==> src/rtl/fread_bridge_pkg.sv <==
// Shared constants and state encoding for the ESP file-read bridge.
package fread_bridge_pkg;

   localparam logic [7:0]  CMD_NONE    = 8'h00;
   localparam logic [7:0]  CMD_GET_REQ = 8'hF8;
   localparam logic [7:0]  CMD_DATA    = 8'hF9;
   localparam int unsigned DESC_LEN    = 10;

   typedef enum logic [1:0] {
      StIdle,
      StPending,
      StStream
   } state_e;

endpackage

==> src/rtl/fread_bridge_if.sv <==
// Loader request/response and SPI protocol-wrapper signals of the file-read bridge.
interface fread_bridge_if;
   logic        req_valid;
   logic        req_ready;
   logic [31:0] req_offset;
   logic [7:0]  resp_data;
   logic        resp_valid;
   logic [7:0]  pw_wdata;
   logic        pw_wcmd;
   logic        pw_wstb;
   logic        pw_end;
   logic [7:0]  pw_rdata;
   logic        pw_rstb;
   logic        irq;

   // Bridge side
   modport slave (
      input  req_valid, req_offset, pw_wdata, pw_wcmd, pw_wstb, pw_end, pw_rstb,
      output req_ready, resp_data, resp_valid, pw_rdata, irq
   );

   // Loader / wrapper side
   modport master (
      output req_valid, req_offset, pw_wdata, pw_wcmd, pw_wstb, pw_end, pw_rstb,
      input  req_ready, resp_data, resp_valid, pw_rdata, irq
   );
endinterface

==> src/rtl/fread_desc_mux.sv <==
// Selects one byte of the 10-byte big-endian request descriptor by index.
module fread_desc_mux (
   input  logic [3:0]  idx_i,
   input  logic [31:0] file_id_i,
   input  logic [31:0] offset_i,
   input  logic [15:0] chunk_len_i,
   output logic [7:0]  byte_o
);

   // Index 10 and beyond reads as zero
   always_comb begin
      byte_o = 8'h00;
      case (idx_i)
         4'd0:    byte_o = file_id_i[31:24];
         4'd1:    byte_o = file_id_i[23:16];
         4'd2:    byte_o = file_id_i[15:8];
         4'd3:    byte_o = file_id_i[7:0];
         4'd4:    byte_o = offset_i[31:24];
         4'd5:    byte_o = offset_i[23:16];
         4'd6:    byte_o = offset_i[15:8];
         4'd7:    byte_o = offset_i[7:0];
         4'd8:    byte_o = chunk_len_i[15:8];
         4'd9:    byte_o = chunk_len_i[7:0];
         default: byte_o = 8'h00;
      endcase
   end

endmodule

==> src/rtl/fread_bridge.sv <==
// ESP-facing front end for chunked file loads: accepts a loader request, raises irq,
// serves the request descriptor to the ESP and forwards the ESP's data bytes.
module fread_bridge
   import fread_bridge_pkg::*;
#(
   parameter logic [31:0] FILE_ID   = 32'hDABBAD00,
   parameter logic [15:0] CHUNK_LEN = 16'h0800
) (
   input logic           clk,
   input logic           rst,
   fread_bridge_if.slave bus
);

   localparam logic [3:0] DescLen = 4'(DESC_LEN);

   state_e      state_q, state_d;
   logic [7:0]  cmd_q, cmd_d;
   logic [3:0]  idx_q, idx_d;
   logic [15:0] cnt_q, cnt_d;
   logic [31:0] offset_q, offset_d;
   logic        req_ready_q, req_ready_d;
   logic        irq_q, irq_d;
   logic        resp_valid_q, resp_valid_d;
   logic [7:0]  resp_data_q, resp_data_d;
   logic [7:0]  rdata_q, rdata_d;

   logic        cmd_stb;
   logic        dat_stb;
   logic [7:0]  mux_byte;
   logic [7:0]  desc_byte;

   assign cmd_stb = bus.pw_wstb & bus.pw_wcmd;
   assign dat_stb = bus.pw_wstb & ~bus.pw_wcmd;

   // No request is published while idle, so the descriptor reads as all-ones there
   assign desc_byte = (state_q == StIdle) ? 8'hFF : mux_byte;

   fread_desc_mux u_desc_mux (
      .idx_i       (idx_d),
      .file_id_i   (FILE_ID),
      .offset_i    (offset_q),
      .chunk_len_i (CHUNK_LEN),
      .byte_o      (mux_byte)
   );

   // Descriptor index: restarts on GET_REQ, advances per consumed byte, saturates
   always_comb begin
      idx_d = idx_q;
      if (cmd_stb) begin
         if (bus.pw_wdata == CMD_GET_REQ) idx_d = '0;
      end else if (bus.pw_rstb && cmd_q == CMD_GET_REQ && idx_q < DescLen) begin
         idx_d = idx_q + 4'd1;
      end
   end

   // Command register, read data, data forwarding and request FSM
   always_comb begin
      state_d      = state_q;
      cmd_d        = cmd_q;
      cnt_d        = cnt_q;
      offset_d     = offset_q;
      resp_valid_d = 1'b0;
      resp_data_d  = resp_data_q;
      rdata_d      = rdata_q;

      if (cmd_stb) begin
         cmd_d   = bus.pw_wdata;
         rdata_d = (bus.pw_wdata == CMD_GET_REQ) ? desc_byte : 8'hFF;
      end else if (bus.pw_rstb) begin
         rdata_d = (cmd_q == CMD_GET_REQ) ? desc_byte : 8'hFF;
      end

      if (dat_stb && cmd_q == CMD_DATA && state_q == StStream && cnt_q < CHUNK_LEN) begin
         resp_valid_d = 1'b1;
         resp_data_d  = bus.pw_wdata;
         cnt_d        = cnt_q + 16'd1;
      end

      unique case (state_q)
         StIdle: begin
            if (bus.req_valid && req_ready_q) begin
               offset_d = bus.req_offset;
               state_d  = StPending;
            end
         end
         StPending: begin
            // A short read leaves us pending so the ESP can retry
            if (bus.pw_end && cmd_q == CMD_GET_REQ && idx_q == DescLen) begin
               state_d = StStream;
               cnt_d   = '0;
            end
         end
         StStream: begin
            if (bus.pw_end && cmd_q == CMD_DATA) state_d = StIdle;
         end
         default: state_d = StIdle;
      endcase

      // End of transaction wins over a command byte in the same cycle
      if (bus.pw_end) cmd_d = CMD_NONE;

      req_ready_d = (state_d == StIdle);
      irq_d       = (state_d == StPending);
   end

   // State and output registers
   always_ff @(posedge clk) begin
      if (rst) begin
         state_q      <= StIdle;
         cmd_q        <= CMD_NONE;
         idx_q        <= '0;
         cnt_q        <= '0;
         offset_q     <= '0;
         req_ready_q  <= 1'b1;
         irq_q        <= 1'b0;
         resp_valid_q <= 1'b0;
         resp_data_q  <= 8'h00;
         rdata_q      <= 8'hFF;
      end else begin
         state_q      <= state_d;
         cmd_q        <= cmd_d;
         idx_q        <= idx_d;
         cnt_q        <= cnt_d;
         offset_q     <= offset_d;
         req_ready_q  <= req_ready_d;
         irq_q        <= irq_d;
         resp_valid_q <= resp_valid_d;
         resp_data_q  <= resp_data_d;
         rdata_q      <= rdata_d;
      end
   end

   assign bus.req_ready  = req_ready_q;
   assign bus.irq        = irq_q;
   assign bus.resp_valid = resp_valid_q;
   assign bus.resp_data  = resp_data_q;
   assign bus.pw_rdata   = rdata_q;

endmodule

==> src/flat_wrapper.sv <==
// flat-port wrapper written by rule: the top's interface ports become plain ports
module fread_bridge_flat import fread_bridge_pkg::*;
#(
   parameter logic [31:0] FILE_ID   = 32'hDABBAD00,
   parameter logic [15:0] CHUNK_LEN = 16'h0800
)
  (clk, rst, bus_req_valid, bus_req_offset, bus_pw_wdata, bus_pw_wcmd, bus_pw_wstb, bus_pw_end, bus_pw_rstb, bus_req_ready, bus_resp_data, bus_resp_valid, bus_pw_rdata, bus_irq);
  fread_bridge_if bus_i ();
  input logic clk;
  input logic rst;
  input wire logic [$bits(bus_i.req_valid)-1:0] bus_req_valid;
  input wire logic [$bits(bus_i.req_offset)-1:0] bus_req_offset;
  input wire logic [$bits(bus_i.pw_wdata)-1:0] bus_pw_wdata;
  input wire logic [$bits(bus_i.pw_wcmd)-1:0] bus_pw_wcmd;
  input wire logic [$bits(bus_i.pw_wstb)-1:0] bus_pw_wstb;
  input wire logic [$bits(bus_i.pw_end)-1:0] bus_pw_end;
  input wire logic [$bits(bus_i.pw_rstb)-1:0] bus_pw_rstb;
  output wire logic [$bits(bus_i.req_ready)-1:0] bus_req_ready;
  output wire logic [$bits(bus_i.resp_data)-1:0] bus_resp_data;
  output wire logic [$bits(bus_i.resp_valid)-1:0] bus_resp_valid;
  output wire logic [$bits(bus_i.pw_rdata)-1:0] bus_pw_rdata;
  output wire logic [$bits(bus_i.irq)-1:0] bus_irq;
  assign bus_i.req_valid = bus_req_valid;
  assign bus_i.req_offset = bus_req_offset;
  assign bus_i.pw_wdata = bus_pw_wdata;
  assign bus_i.pw_wcmd = bus_pw_wcmd;
  assign bus_i.pw_wstb = bus_pw_wstb;
  assign bus_i.pw_end = bus_pw_end;
  assign bus_i.pw_rstb = bus_pw_rstb;
  assign bus_req_ready = bus_i.req_ready;
  assign bus_resp_data = bus_i.resp_data;
  assign bus_resp_valid = bus_i.resp_valid;
  assign bus_pw_rdata = bus_i.pw_rdata;
  assign bus_irq = bus_i.irq;
  fread_bridge #(.FILE_ID(FILE_ID), .CHUNK_LEN(CHUNK_LEN)) u_core (.clk(clk), .rst(rst), .bus(bus_i));
endmodule
==> config.mk <==
export PLATFORM = sky130hd
export DESIGN_NAME = fread_bridge_flat
export DESIGN_NICKNAME = d
export VERILOG_FILES = /design/src/rtl/fread_bridge_pkg.sv /design/src/rtl/fread_bridge_if.sv /design/src/rtl/fread_desc_mux.sv /design/src/rtl/fread_bridge.sv /design/src/flat_wrapper.sv
export SDC_FILE = /design/constraint.sdc
export NUM_CORES = 1
export LEC_CHECK = 0
export ABC_AREA = 1
export BUFFER_PORTS_ARGS = -buffer_cell sky130_fd_sc_hd__buf_2
export CAP_MARGIN = 20
export CORE_MARGIN = 5
export CORE_UTILIZATION = 60
export CTS_CLUSTER_SIZE = 16
export DETAILED_ROUTE_END_ITERATION = 16
export GPL_ROUTABILITY_DRIVEN = 0
export PLACE_DENSITY = 0.88
export SLEW_MARGIN = 20
export SYNTH_ARGS = -nofsm -noshare
export SYNTH_HDL_FRONTEND = slang
export SYNTH_HIERARCHICAL = 1
export SYNTH_SLANG_ARGS = --single-unit
==> constraint.sdc <==
create_clock -name clk -period 6.6 [get_ports clk]
set_input_delay 1.65 -clock clk [delete_from_list [all_inputs] [get_ports clk]]
set_output_delay 1.65 -clock clk [all_outputs]
set_load 0.01 [all_outputs]
Word level (Yosys, flattened, before mapping) --
Cells that the tools add are included.
Word-level totals: register bits 81
Operators by class: bitwise operators 3, multiplexer cells 17, $add $sub $neg 2, order comparisons 2, reductions and logical operators 15, eq/ne operators 14
Operator list (count):
- $pmux 8 s8 | 1
- $mux 16 | 3
- $mux 8 | 5
- $eq 8x8->1 const B | 3
- $add 16x1->16 const B | 1
- $eq 4x3->1 const B | 4
- $lt 16x12->1 const B | 1
- $mux 4 | 3
- $logic_and 1x1->1 | 9
- $eq 4x4->1 const B | 2
- $mux 2 | 3
- $pmux 2 s3 | 1
- $add 4x1->4 const B | 1
- $eq 2x1->1 const B | 2
- $eq 4x1->1 const B | 1
- $eq 4x2->1 const B | 1
- $logic_not 2->1 | 2
- $logic_not 4->1 | 1
- $lt 4x4->1 const B | 1
- $and 1x1->1 | 2
- $eq 2x2->1 const B | 1
- $reduce_and 2->1 | 1
- $reduce_bool 2->1 | 1
- $reduce_or 2->1 | 1
- other kinds (2) | 2

Longest topological paths before layout --
Gate-level depths: netlist of the first run.
depth after elaboration 11, gate-level depth with buffers 20, mapped depth without buffers 20

Cells and area by module --
The synthesis of the first run kept the hierarchy.
By module, submodules not included:
- fread_bridge | area each 3480.8 µm², cells an instance 501, instances 1, seq. area each 1621.6 µm²
- fread_desc_mux | area each 887.1 µm², cells an instance 178, instances 1, seq. area each 0.0 µm²

Worst setup path before layout of the first run --
OpenSTA, ideal clock, no wires.
path type input -> register, start input port bus_pw_wstb, end register u_core.rdata_q[3] (netlist: u_core/bus.pw_rdata[3]), arrival time 3207 ps, path slack 3276 ps, data required time 6484 ps, stages on the path 17, library setup time 116 ps, buffers on the path 1, cell sequence nand2_1 clkinv_1 nand2_1 nand2_1 o21ai_0 nand2_1 inv_1 nor2_4 buf_4 nand3_1 nand2_1 nor2_1 nand3_2 nor2_1 nand2_1 nand2_1 nand2_1
On the way: longest elaborated chain between the ends 8
RTL lines:
- start: declaration | line flat_wrapper.sv:15 | input wire logic [$bits(bus_i.pw_wstb)-1:0] bus_pw_wstb;
- $and 1x1->1 * | line fread_bridge.sv:32 | assign cmd_stb = bus.pw_wstb & bus.pw_wcmd;
- $mux 4 * | line fread_bridge.sv:49 | if (cmd_stb) begin
- net u_core.idx_d[0] | line fread_bridge.sv:18 | logic [3:0] idx_q, idx_d;
- $eq 4x4->1 (tied with other cells) | line fread_desc_mux.sv:13 | case (idx_i)
- $pmux 8 s8 * | line fread_desc_mux.sv:13
- net u_core.mux_byte[3] | line fread_bridge.sv:29 | logic [7:0] mux_byte;
- $mux 8 * | line fread_bridge.sv:36 | assign desc_byte = (state_q == StIdle) ? 8'hFF : mux_byte;
- $mux 8 | line fread_bridge.sv:70 | rdata_d = (cmd_q == CMD_GET_REQ) ? desc_byte : 8'hFF;
- $mux 8 | line fread_bridge.sv:69 | end else if (bus.pw_rstb) begin
- $mux 8 * | line fread_bridge.sv:66 | if (cmd_stb) begin
- end signal: assignment | line fread_bridge.sv:129 | rdata_q <= rdata_d;
- end: declaration | line fread_bridge.sv:25 | logic [7:0] rdata_q, rdata_d;
The timed path passes the listed nets; every way through them passes the cells marked *. The select of a mux whose other input is x is not followed. A chain may end at the register's enable or synchronous reset.

Final worst setup path of the first run --
start input port bus_pw_wstb, end register u_core.rdata_q[7] (netlist: u_core/bus.pw_rdata[7])
Same word-level chain as after synthesis.

==> flow_summary.ini, run 1 <==
[status]
outcome = finished, final reports clean

[synthesis]
synth-seq-cells = 81
synth_area_sq_um = 4370
ys_types = 26
synth_area_leader_cell = dfxtp_1
avgSynthCellArea_sq_um = 6.43
synth-seq-area-share_pct = 37.1
synth_top_area_share_pct = 37.1
syn_inst = 679
ys.warnings.count = 6
ys_top_cells_by_area = dfxtp_1 37%, nor2_1 14%, nand2_1 14%

[cells_and_area]
diodes = 0
layout.nets = 826
drive_above_1_share_pct = 15.3
utilization_pct = 69.5
fin_cells = 879
syn2layout_area_growth_pct = 14.2

[timing]
fmax_ghz = 0.254
rsz0062_at_grt = no
period_needed_ns = 3.94
finalSetupViolCount = 0
tightest_slew_ns = 0.675
finalCritPeriodShare_pct = 59.6
finalSetupTns_ns = 0
skew_ns = 0.00676
slew_violations = 0
slew_headroom_pct = 54.9
hold_viol = 0
layout_setup_ws_ns = 2.66

[critical_path]
cp_max_fo = 32
critPathLaunchType = primary input
end_kind = flip-flop
worstPathArrival_ns = 4.23
crit_type = primary input to flip-flop
regToRegSetupSlack_ns = 3.89
r2r-start = u_core/cmd_q[4]$_SDFFE_PP0P_
r2r_cells = 18
r2r-end = u_core/bus.pw_rdata[7]$_SDFFE_PP1P_
crit_start = bus_pw_wstb
required_ns = 6.89

[global_routing]
grt_pass1_vias = 4212
grtUsageTotal_pct = 24.3
overflow = 0
antenna_found_initial = 0
grt_pass1_wl_um = 17500
grt_max_degree = 50

[detailed_routing]
drt-initial-drc-count = 298
drc = 0
dr.pass1.iters = 6
avgRoutedWirePerCell_um = 11.8
wirelength_um = 10400
final_antenna_net_count = 0
vias = 4426
vias_per_cell = 5.04

[floorplan]
die-area_sq_um = 9090
die_y_um = 95.3
rows = 31
start_util_pct = 60.9
num_io_pins = 66
die_w_um = 95.3
core_sq_um = 7180

[clock_tree]
cts-root-buf = clkbuf_8
cts.clk_slew.worst_paths_ns = 0.08
clock_path_buffers = 2
cts.hold.buffers_added = 0
cts_tree = done
clock_latency_ns = 0.35
ctsResizeCount = 0
post-cts-setup-buffers = 0
cts.sinks = 81
cts_buffers = 9
htreeDepth = 3

[power]
intPower_uw = 730
p_sw_share_pct = 25.5
power.density_nw_per_um2 = 197
comb_power_share_pct = 9.5
net-switching-power_uw = 250
p_leak_uw = 0.00248
p_clk_share_pct = 36.7
p_total_uw = 981
vdd_drop_max_mv = 0.147
seqPwrFrac_pct = 53.8

[placed_design]
place_inst = 864
dp_slack_ns = 2.36
portBuffers = 65
dpl.hpwl_um = 7650

[hold_path]
hold_start = u_core/cnt_q[15]$_SDFF_PP0_
holdPathEnd = u_core/cnt_q[15]$_SDFF_PP0_
hold_depth = 2
hold_path_class = flip-flop to flip-flop

[flow_run]
max_cap_viol_count = 0
cell usage in the layout (no fill, tap or decap), types with 8 or more instances in the layout:
master,n
nor2_1,160
nand2_1,158
dfxtp_1,81
nand3_1,80
buf_2,65
inv_1,57
conb_1,48
o21ai_0,44
a21oi_1,14
nand4_1,11
clkbuf_8,10
inv_2,9
nor2_4,9
o21ai_2,8
logic make-up after synthesis:
family	after synthesis	share of synthesized area (%)
and+or+nand+nor	433	43.1
AOI/OAI and AO/OA	66	8.25
adders and majority gates	3	0.859
other	2	0.172
DFF	81	37.1
buffers and inverters	94	10.5
cell usage after synthesis (all sizes together):
| cell | n |
|---|---|
| a21oi | 14 |
| buf | 18 |
| clkbuf | 8 |
| clkinv | 2 |
| conb | 2 |
| dfxtp | 81 |
| ha | 3 |
| inv | 66 |
| nand2 | 159 |
| nand3 | 87 |
| nand3b | 1 |
| nand4 | 11 |
| nor2 | 173 |
| nor3 | 2 |
| o21ai | 52 |
per-layer routing:
layer / vias up / global-route usage [%] / wire length [um]
li1: 2287 / - / -
met1: 1992 / 29.2 / 4480
met2: 125 / 42.0 / 5090
met3: 22 / 5.76 / 631
met4: 0 / 8.65 / 207
met5: - / 0 / 0
state kept, by name, summed over array words and instances (netlist names):
signal                 flops
u_core/bus.resp_valid      1
u_core/bus.irq             1
u_core/bus.pw_rdata        8
u_core/cnt_q              16
u_core/offset_q           32
u_core/state_q             2
u_core/bus.resp_data       8
u_core/idx_q               4
u_core/cmd_q               8
u_core/bus.req_ready       1
metrics by stage:
step	cell area [sq um]	hold slack (ns)
finish	4990	0.437
global route	4990	0.448
CTS	4990	0.435
detailed placement	4800	0.423
global placement	4800	0.415
floorplan	4540	0.408
worst max-delay path by stage:
stage                                                to  slack (ns)  depth (start not counted)
floorplan           u_core/bus.pw_rdata[3]$_SDFFE_PP1P_        3.28                         17
global placement    u_core/bus.pw_rdata[2]$_SDFFE_PP1P_        2.48                         18
detailed placement  u_core/bus.pw_rdata[2]$_SDFFE_PP1P_        2.36                         18
CTS                 u_core/bus.pw_rdata[7]$_SDFFE_PP1P_        2.72                         18
global route        u_core/bus.pw_rdata[0]$_SDFFE_PP1P_        2.31                         18
finish              u_core/bus.pw_rdata[7]$_SDFFE_PP1P_        2.66                         18
power groups by stage:
stage	clock, uW	combinational (uW)	sequential [uW]
after floorplan	0	65.6	534
after global placement	0	90.3	539
after detailed placement	0	92.1	539
after CTS	366	92.6	528
after global routing	393	108	531
final	360	92.8	528
worst max-delay path: stages:
cell and delay, ns:
buf_2 0.11, nand2_1 0.31, clkinv_1 0.30, nand2_1 0.20
nand2_1 0.07, nand2_1 0.06, nand2_1 0.07, inv_1 0.17
inv_2 0.08, nor2_4 0.52, nand3_1 0.18, nand2_1 0.13
nor2_1 0.05, nand3_1 0.10, nor2_1 0.05, nand2_1 0.07
nand2_1 0.05, nand2_1 0.04
area by class of cell:
type / count / area (sq um)
Clock buffer: 11 / 141
Clock inverter: 4 / 52.6
Fill cell: 655 / 2190
Inverter: 68 / 256
Multi-Input combinational cell: 550 / 2460
Sequential cell: 81 / 1620
Tap cell: 99 / 124
Timing Repair Buffer: 66 / 333
No activity file was read; power rests on OpenSTA's default activity.
==> run 2, diff against run 1 <==
--- a/config.mk
+++ b/config.mk
@@ -5,15 +5,15 @@
 export SDC_FILE = /design/constraint.sdc
 export NUM_CORES = 1
 export LEC_CHECK = 0
-export ABC_AREA = 1
+export ABC_AREA = 0
 export BUFFER_PORTS_ARGS = -buffer_cell sky130_fd_sc_hd__buf_2
 export CAP_MARGIN = 20
 export CORE_MARGIN = 5
-export CORE_UTILIZATION = 60
+export CORE_UTILIZATION = 51
 export CTS_CLUSTER_SIZE = 16
 export DETAILED_ROUTE_END_ITERATION = 16
 export GPL_ROUTABILITY_DRIVEN = 0
-export PLACE_DENSITY = 0.88
+export PLACE_DENSITY = 0.81
 export SLEW_MARGIN = 20
 export SYNTH_ARGS = -nofsm -noshare
 export SYNTH_HDL_FRONTEND = slang
==> constraint.sdc (replaced) <==
create_clock -name clk -period 3.5 [get_ports clk]
set_input_delay 0.875 -clock clk [delete_from_list [all_inputs] [get_ports clk]]
set_output_delay 0.875 -clock clk [all_outputs]
set_load 0.01 [all_outputs]
==> flow_summary.ini, run 2 <==
[timing]
finalCritPeriodShare_pct = 85.7
fmax_ghz = 0.333
hold_viol = 0
rsz0062_at_grt = no
period_needed_ns = 3.00
slew_headroom_pct = 35.4
skew_ns = 0.00957
finalSetupTns_ns = 0
finalSetupViolCount = 0
tightest_slew_ns = 0.969
slew_violations = 0

[synthesis]
synth_area_sq_um = 3970
ys.warnings.count = 6
ys_types = 54
synthAdderAreaFrac_pct = 0.945
synth_top_family_by_area = simple AND/OR/NAND/NOR gates
synth_top_flop_cell = dfxtp_1
ys_top_cells_by_area = dfxtp_1 41%, a21oi_1 8.7%, nand2_1 8.2%
async_flop_share_pct = 0
syn_inst = 487
synth_xor_area_share_pct = 0.221
synth_area_leader_cell = dfxtp_1
synth-seq-area-share_pct = 40.8
synthSimpleGateAreaFrac_pct = 24.8
avgSynthCellArea_sq_um = 8.15
yosysMostFrequentCell = nand2_1
synth-compound-area-share_pct = 22.8
synth_top_area_share_pct = 40.8
muxShareOfSynthArea_pct = 4.41
synth-seq-cells = 81
synth_edf_count = 0
synth_top_cells_by_count = 87 x nand2_1, 81 x dfxtp_1, 69 x a21oi_1, 25 x nand3_1, 21 x clkbuf_1

[power]
p_leak_uw = 0.00180
comb_power_share_pct = 8.7
vdd_drop_max_mv = 0.296
seqPwrFrac_pct = 52.8
p_total_uw = 1840
intPower_uw = 1370
net-switching-power_uw = 472
p_clk_share_pct = 38.5
p_sw_share_pct = 25.7
power.density_nw_per_um2 = 391

[cells_and_area]
top_regs = u_core/offset_q: 32 flops, u_core/cnt_q: 16 flops
layout_common_cells = 87 x nand2_1, 81 x dfxtp_1, 69 x a21oi_1, 65 x buf_2, 48 x conb_1
diodes = 0
drive_above_1_share_pct = 17.5
syn2layout_area_growth_pct = 18.4
final_common_cell = nand2_1
largest_register_ffs = 32
regMostFlops = u_core/offset_q
layout.nets = 632
utilization_pct = 61.5

[hold_path]
hold_start = u_core/cnt_q[12]$_SDFF_PP0_
hold_path_class = flip-flop to flip-flop
holdPathEnd = u_core/cnt_q[12]$_SDFF_PP0_
hold_depth = 2

[placed_design]
dpl.hpwl_um = 7350
portBuffers = 65

[critical_path]
r2r-end = u_core/bus.pw_rdata[1]$_SDFFE_PP1P_
crit_type = primary input to flip-flop
required_ns = 3.76
cp_max_fo = 23
r2r-start = u_core/cmd_q[0]$_SDFFE_PP0P_
worstPathArrival_ns = 3.26
r2r_cells = 10
regToRegSetupSlack_ns = 0.63
end_kind = flip-flop
critPathLaunchType = primary input

[clock_tree]
cts_buffers = 9
cts.clk_slew.worst_paths_ns = 0.09
ctsResizeCount = 0
post-cts-setup-buffers = 0
clock_path_buffers = 2
clock_latency_ns = 0.36
cts.hold.buffers_added = 0
cts-root-buf = clkbuf_8
htreeDepth = 3
cts.sinks = 81
cts_tree = done

[floorplan]
die-area_sq_um = 9650
num_io_pins = 66
die_w_um = 98.2
die_y_um = 98.2
start_util_pct = 51.9
core_sq_um = 7650
rows = 32

[flow_run]
max_cap_viol_count = 0

[detailed_routing]
wirelength_um = 10300
vias_per_cell = 5.60
vias = 3858
avgRoutedWirePerCell_um = 15.0
dr.pass1.iters = 4
drc = 0
final_antenna_net_count = 0
drt-initial-drc-count = 235

[global_routing]
grtUsageTotal_pct = 21.4
overflow = 0
antenna_found_initial = 0
grt_pass1_vias = 3713
grt_pass1_wl_um = 17000
grt_max_degree = 54

[status]
outcome = finished, final reports clean
-- run 2: power groups by stage --
stage | combinational [uW] | clock (uW) | sequential [uW]
after global routing | 182 | 762 | 974
final | 160 | 707 | 970
after detailed placement | 158 | 0 | 992
after global placement | 153 | 0 | 990
after floorplan | 102 | 0 | 987
after CTS | 159 | 725 | 970
-- run 2: how the worst max path moves through the flow --
stage | start | end | slack [ns] | depth (start not counted)
floorplan | bus_pw_wstb | u_core/bus.pw_rdata[7]$_SDFFE_PP1P_ | 0.46 | 12
finish | bus_pw_wdata[1] | u_core/bus.pw_rdata[1]$_SDFFE_PP1P_ | 0.50 | 11
global placement | bus_pw_wdata[7] | u_core/bus.pw_rdata[7]$_SDFFE_PP1P_ | 0.31 | 11
detailed placement | bus_pw_wdata[7] | u_core/bus.pw_rdata[7]$_SDFFE_PP1P_ | 0.22 | 11
CTS | bus_pw_wdata[7] | u_core/bus.pw_rdata[7]$_SDFFE_PP1P_ | 0.59 | 11
global route | bus_pw_wdata[1] | u_core/bus.pw_rdata[1]$_SDFFE_PP1P_ | 0.37 | 11
-- run 2: per-stage QoR --
step	hold slack, ns	area [sq um]	setup WS [ns]	instances
after floorplan	0.408	4140	0.459	533
after global placement	0.416	4500	0.310	673
after detailed placement	0.425	4500	0.218	673
after CTS	0.439	4700	0.589	689
after global routing	0.454	4700	0.372	689
final	0.442	4700	0.500	689
-- run 2: metal layers --
metal  global-route usage [%]  up-vias  wire [um]
met5                        0        -          0
met4                     8.93        0        337
met3                     5.57       34        565
met2                     36.6      137       5140
met1                     25.5     1782       4270
li1                         -     1905          -
-- run 2: kinds of logic after synthesis --
| group | after synthesis |
|---|---|
| compound gates | 141 |
| xor+xnor | 1 |
| mux | 17 |
| flops | 81 |
| other cells | 2 |
| fa+ha+maj | 3 |
| simple gates | 195 |
| buf+inv | 47 |
-- run 2: worst max-delay path, stage by stage --
cell      delay [ns]
buf_2           0.12
nor4bb_1        0.36
and3_1          0.33
a311o_1         0.17
nand2_1         0.11
buf_4           0.23
nand3b_1        0.23
nor2_1          0.12
a221oi_1        0.36
nand3_1         0.12
o22a_1          0.22
-- run 2: layout make-up --
class / count / area, sq um
inverter: 11 / 41.3
tap: 102 / 128
sequential: 81 / 1620
multi-input combinational: 405 / 2290
clock buffer: 10 / 138
timing repair buffer: 74 / 418
fill: 671 / 2940
clock inverter: 6 / 66.3
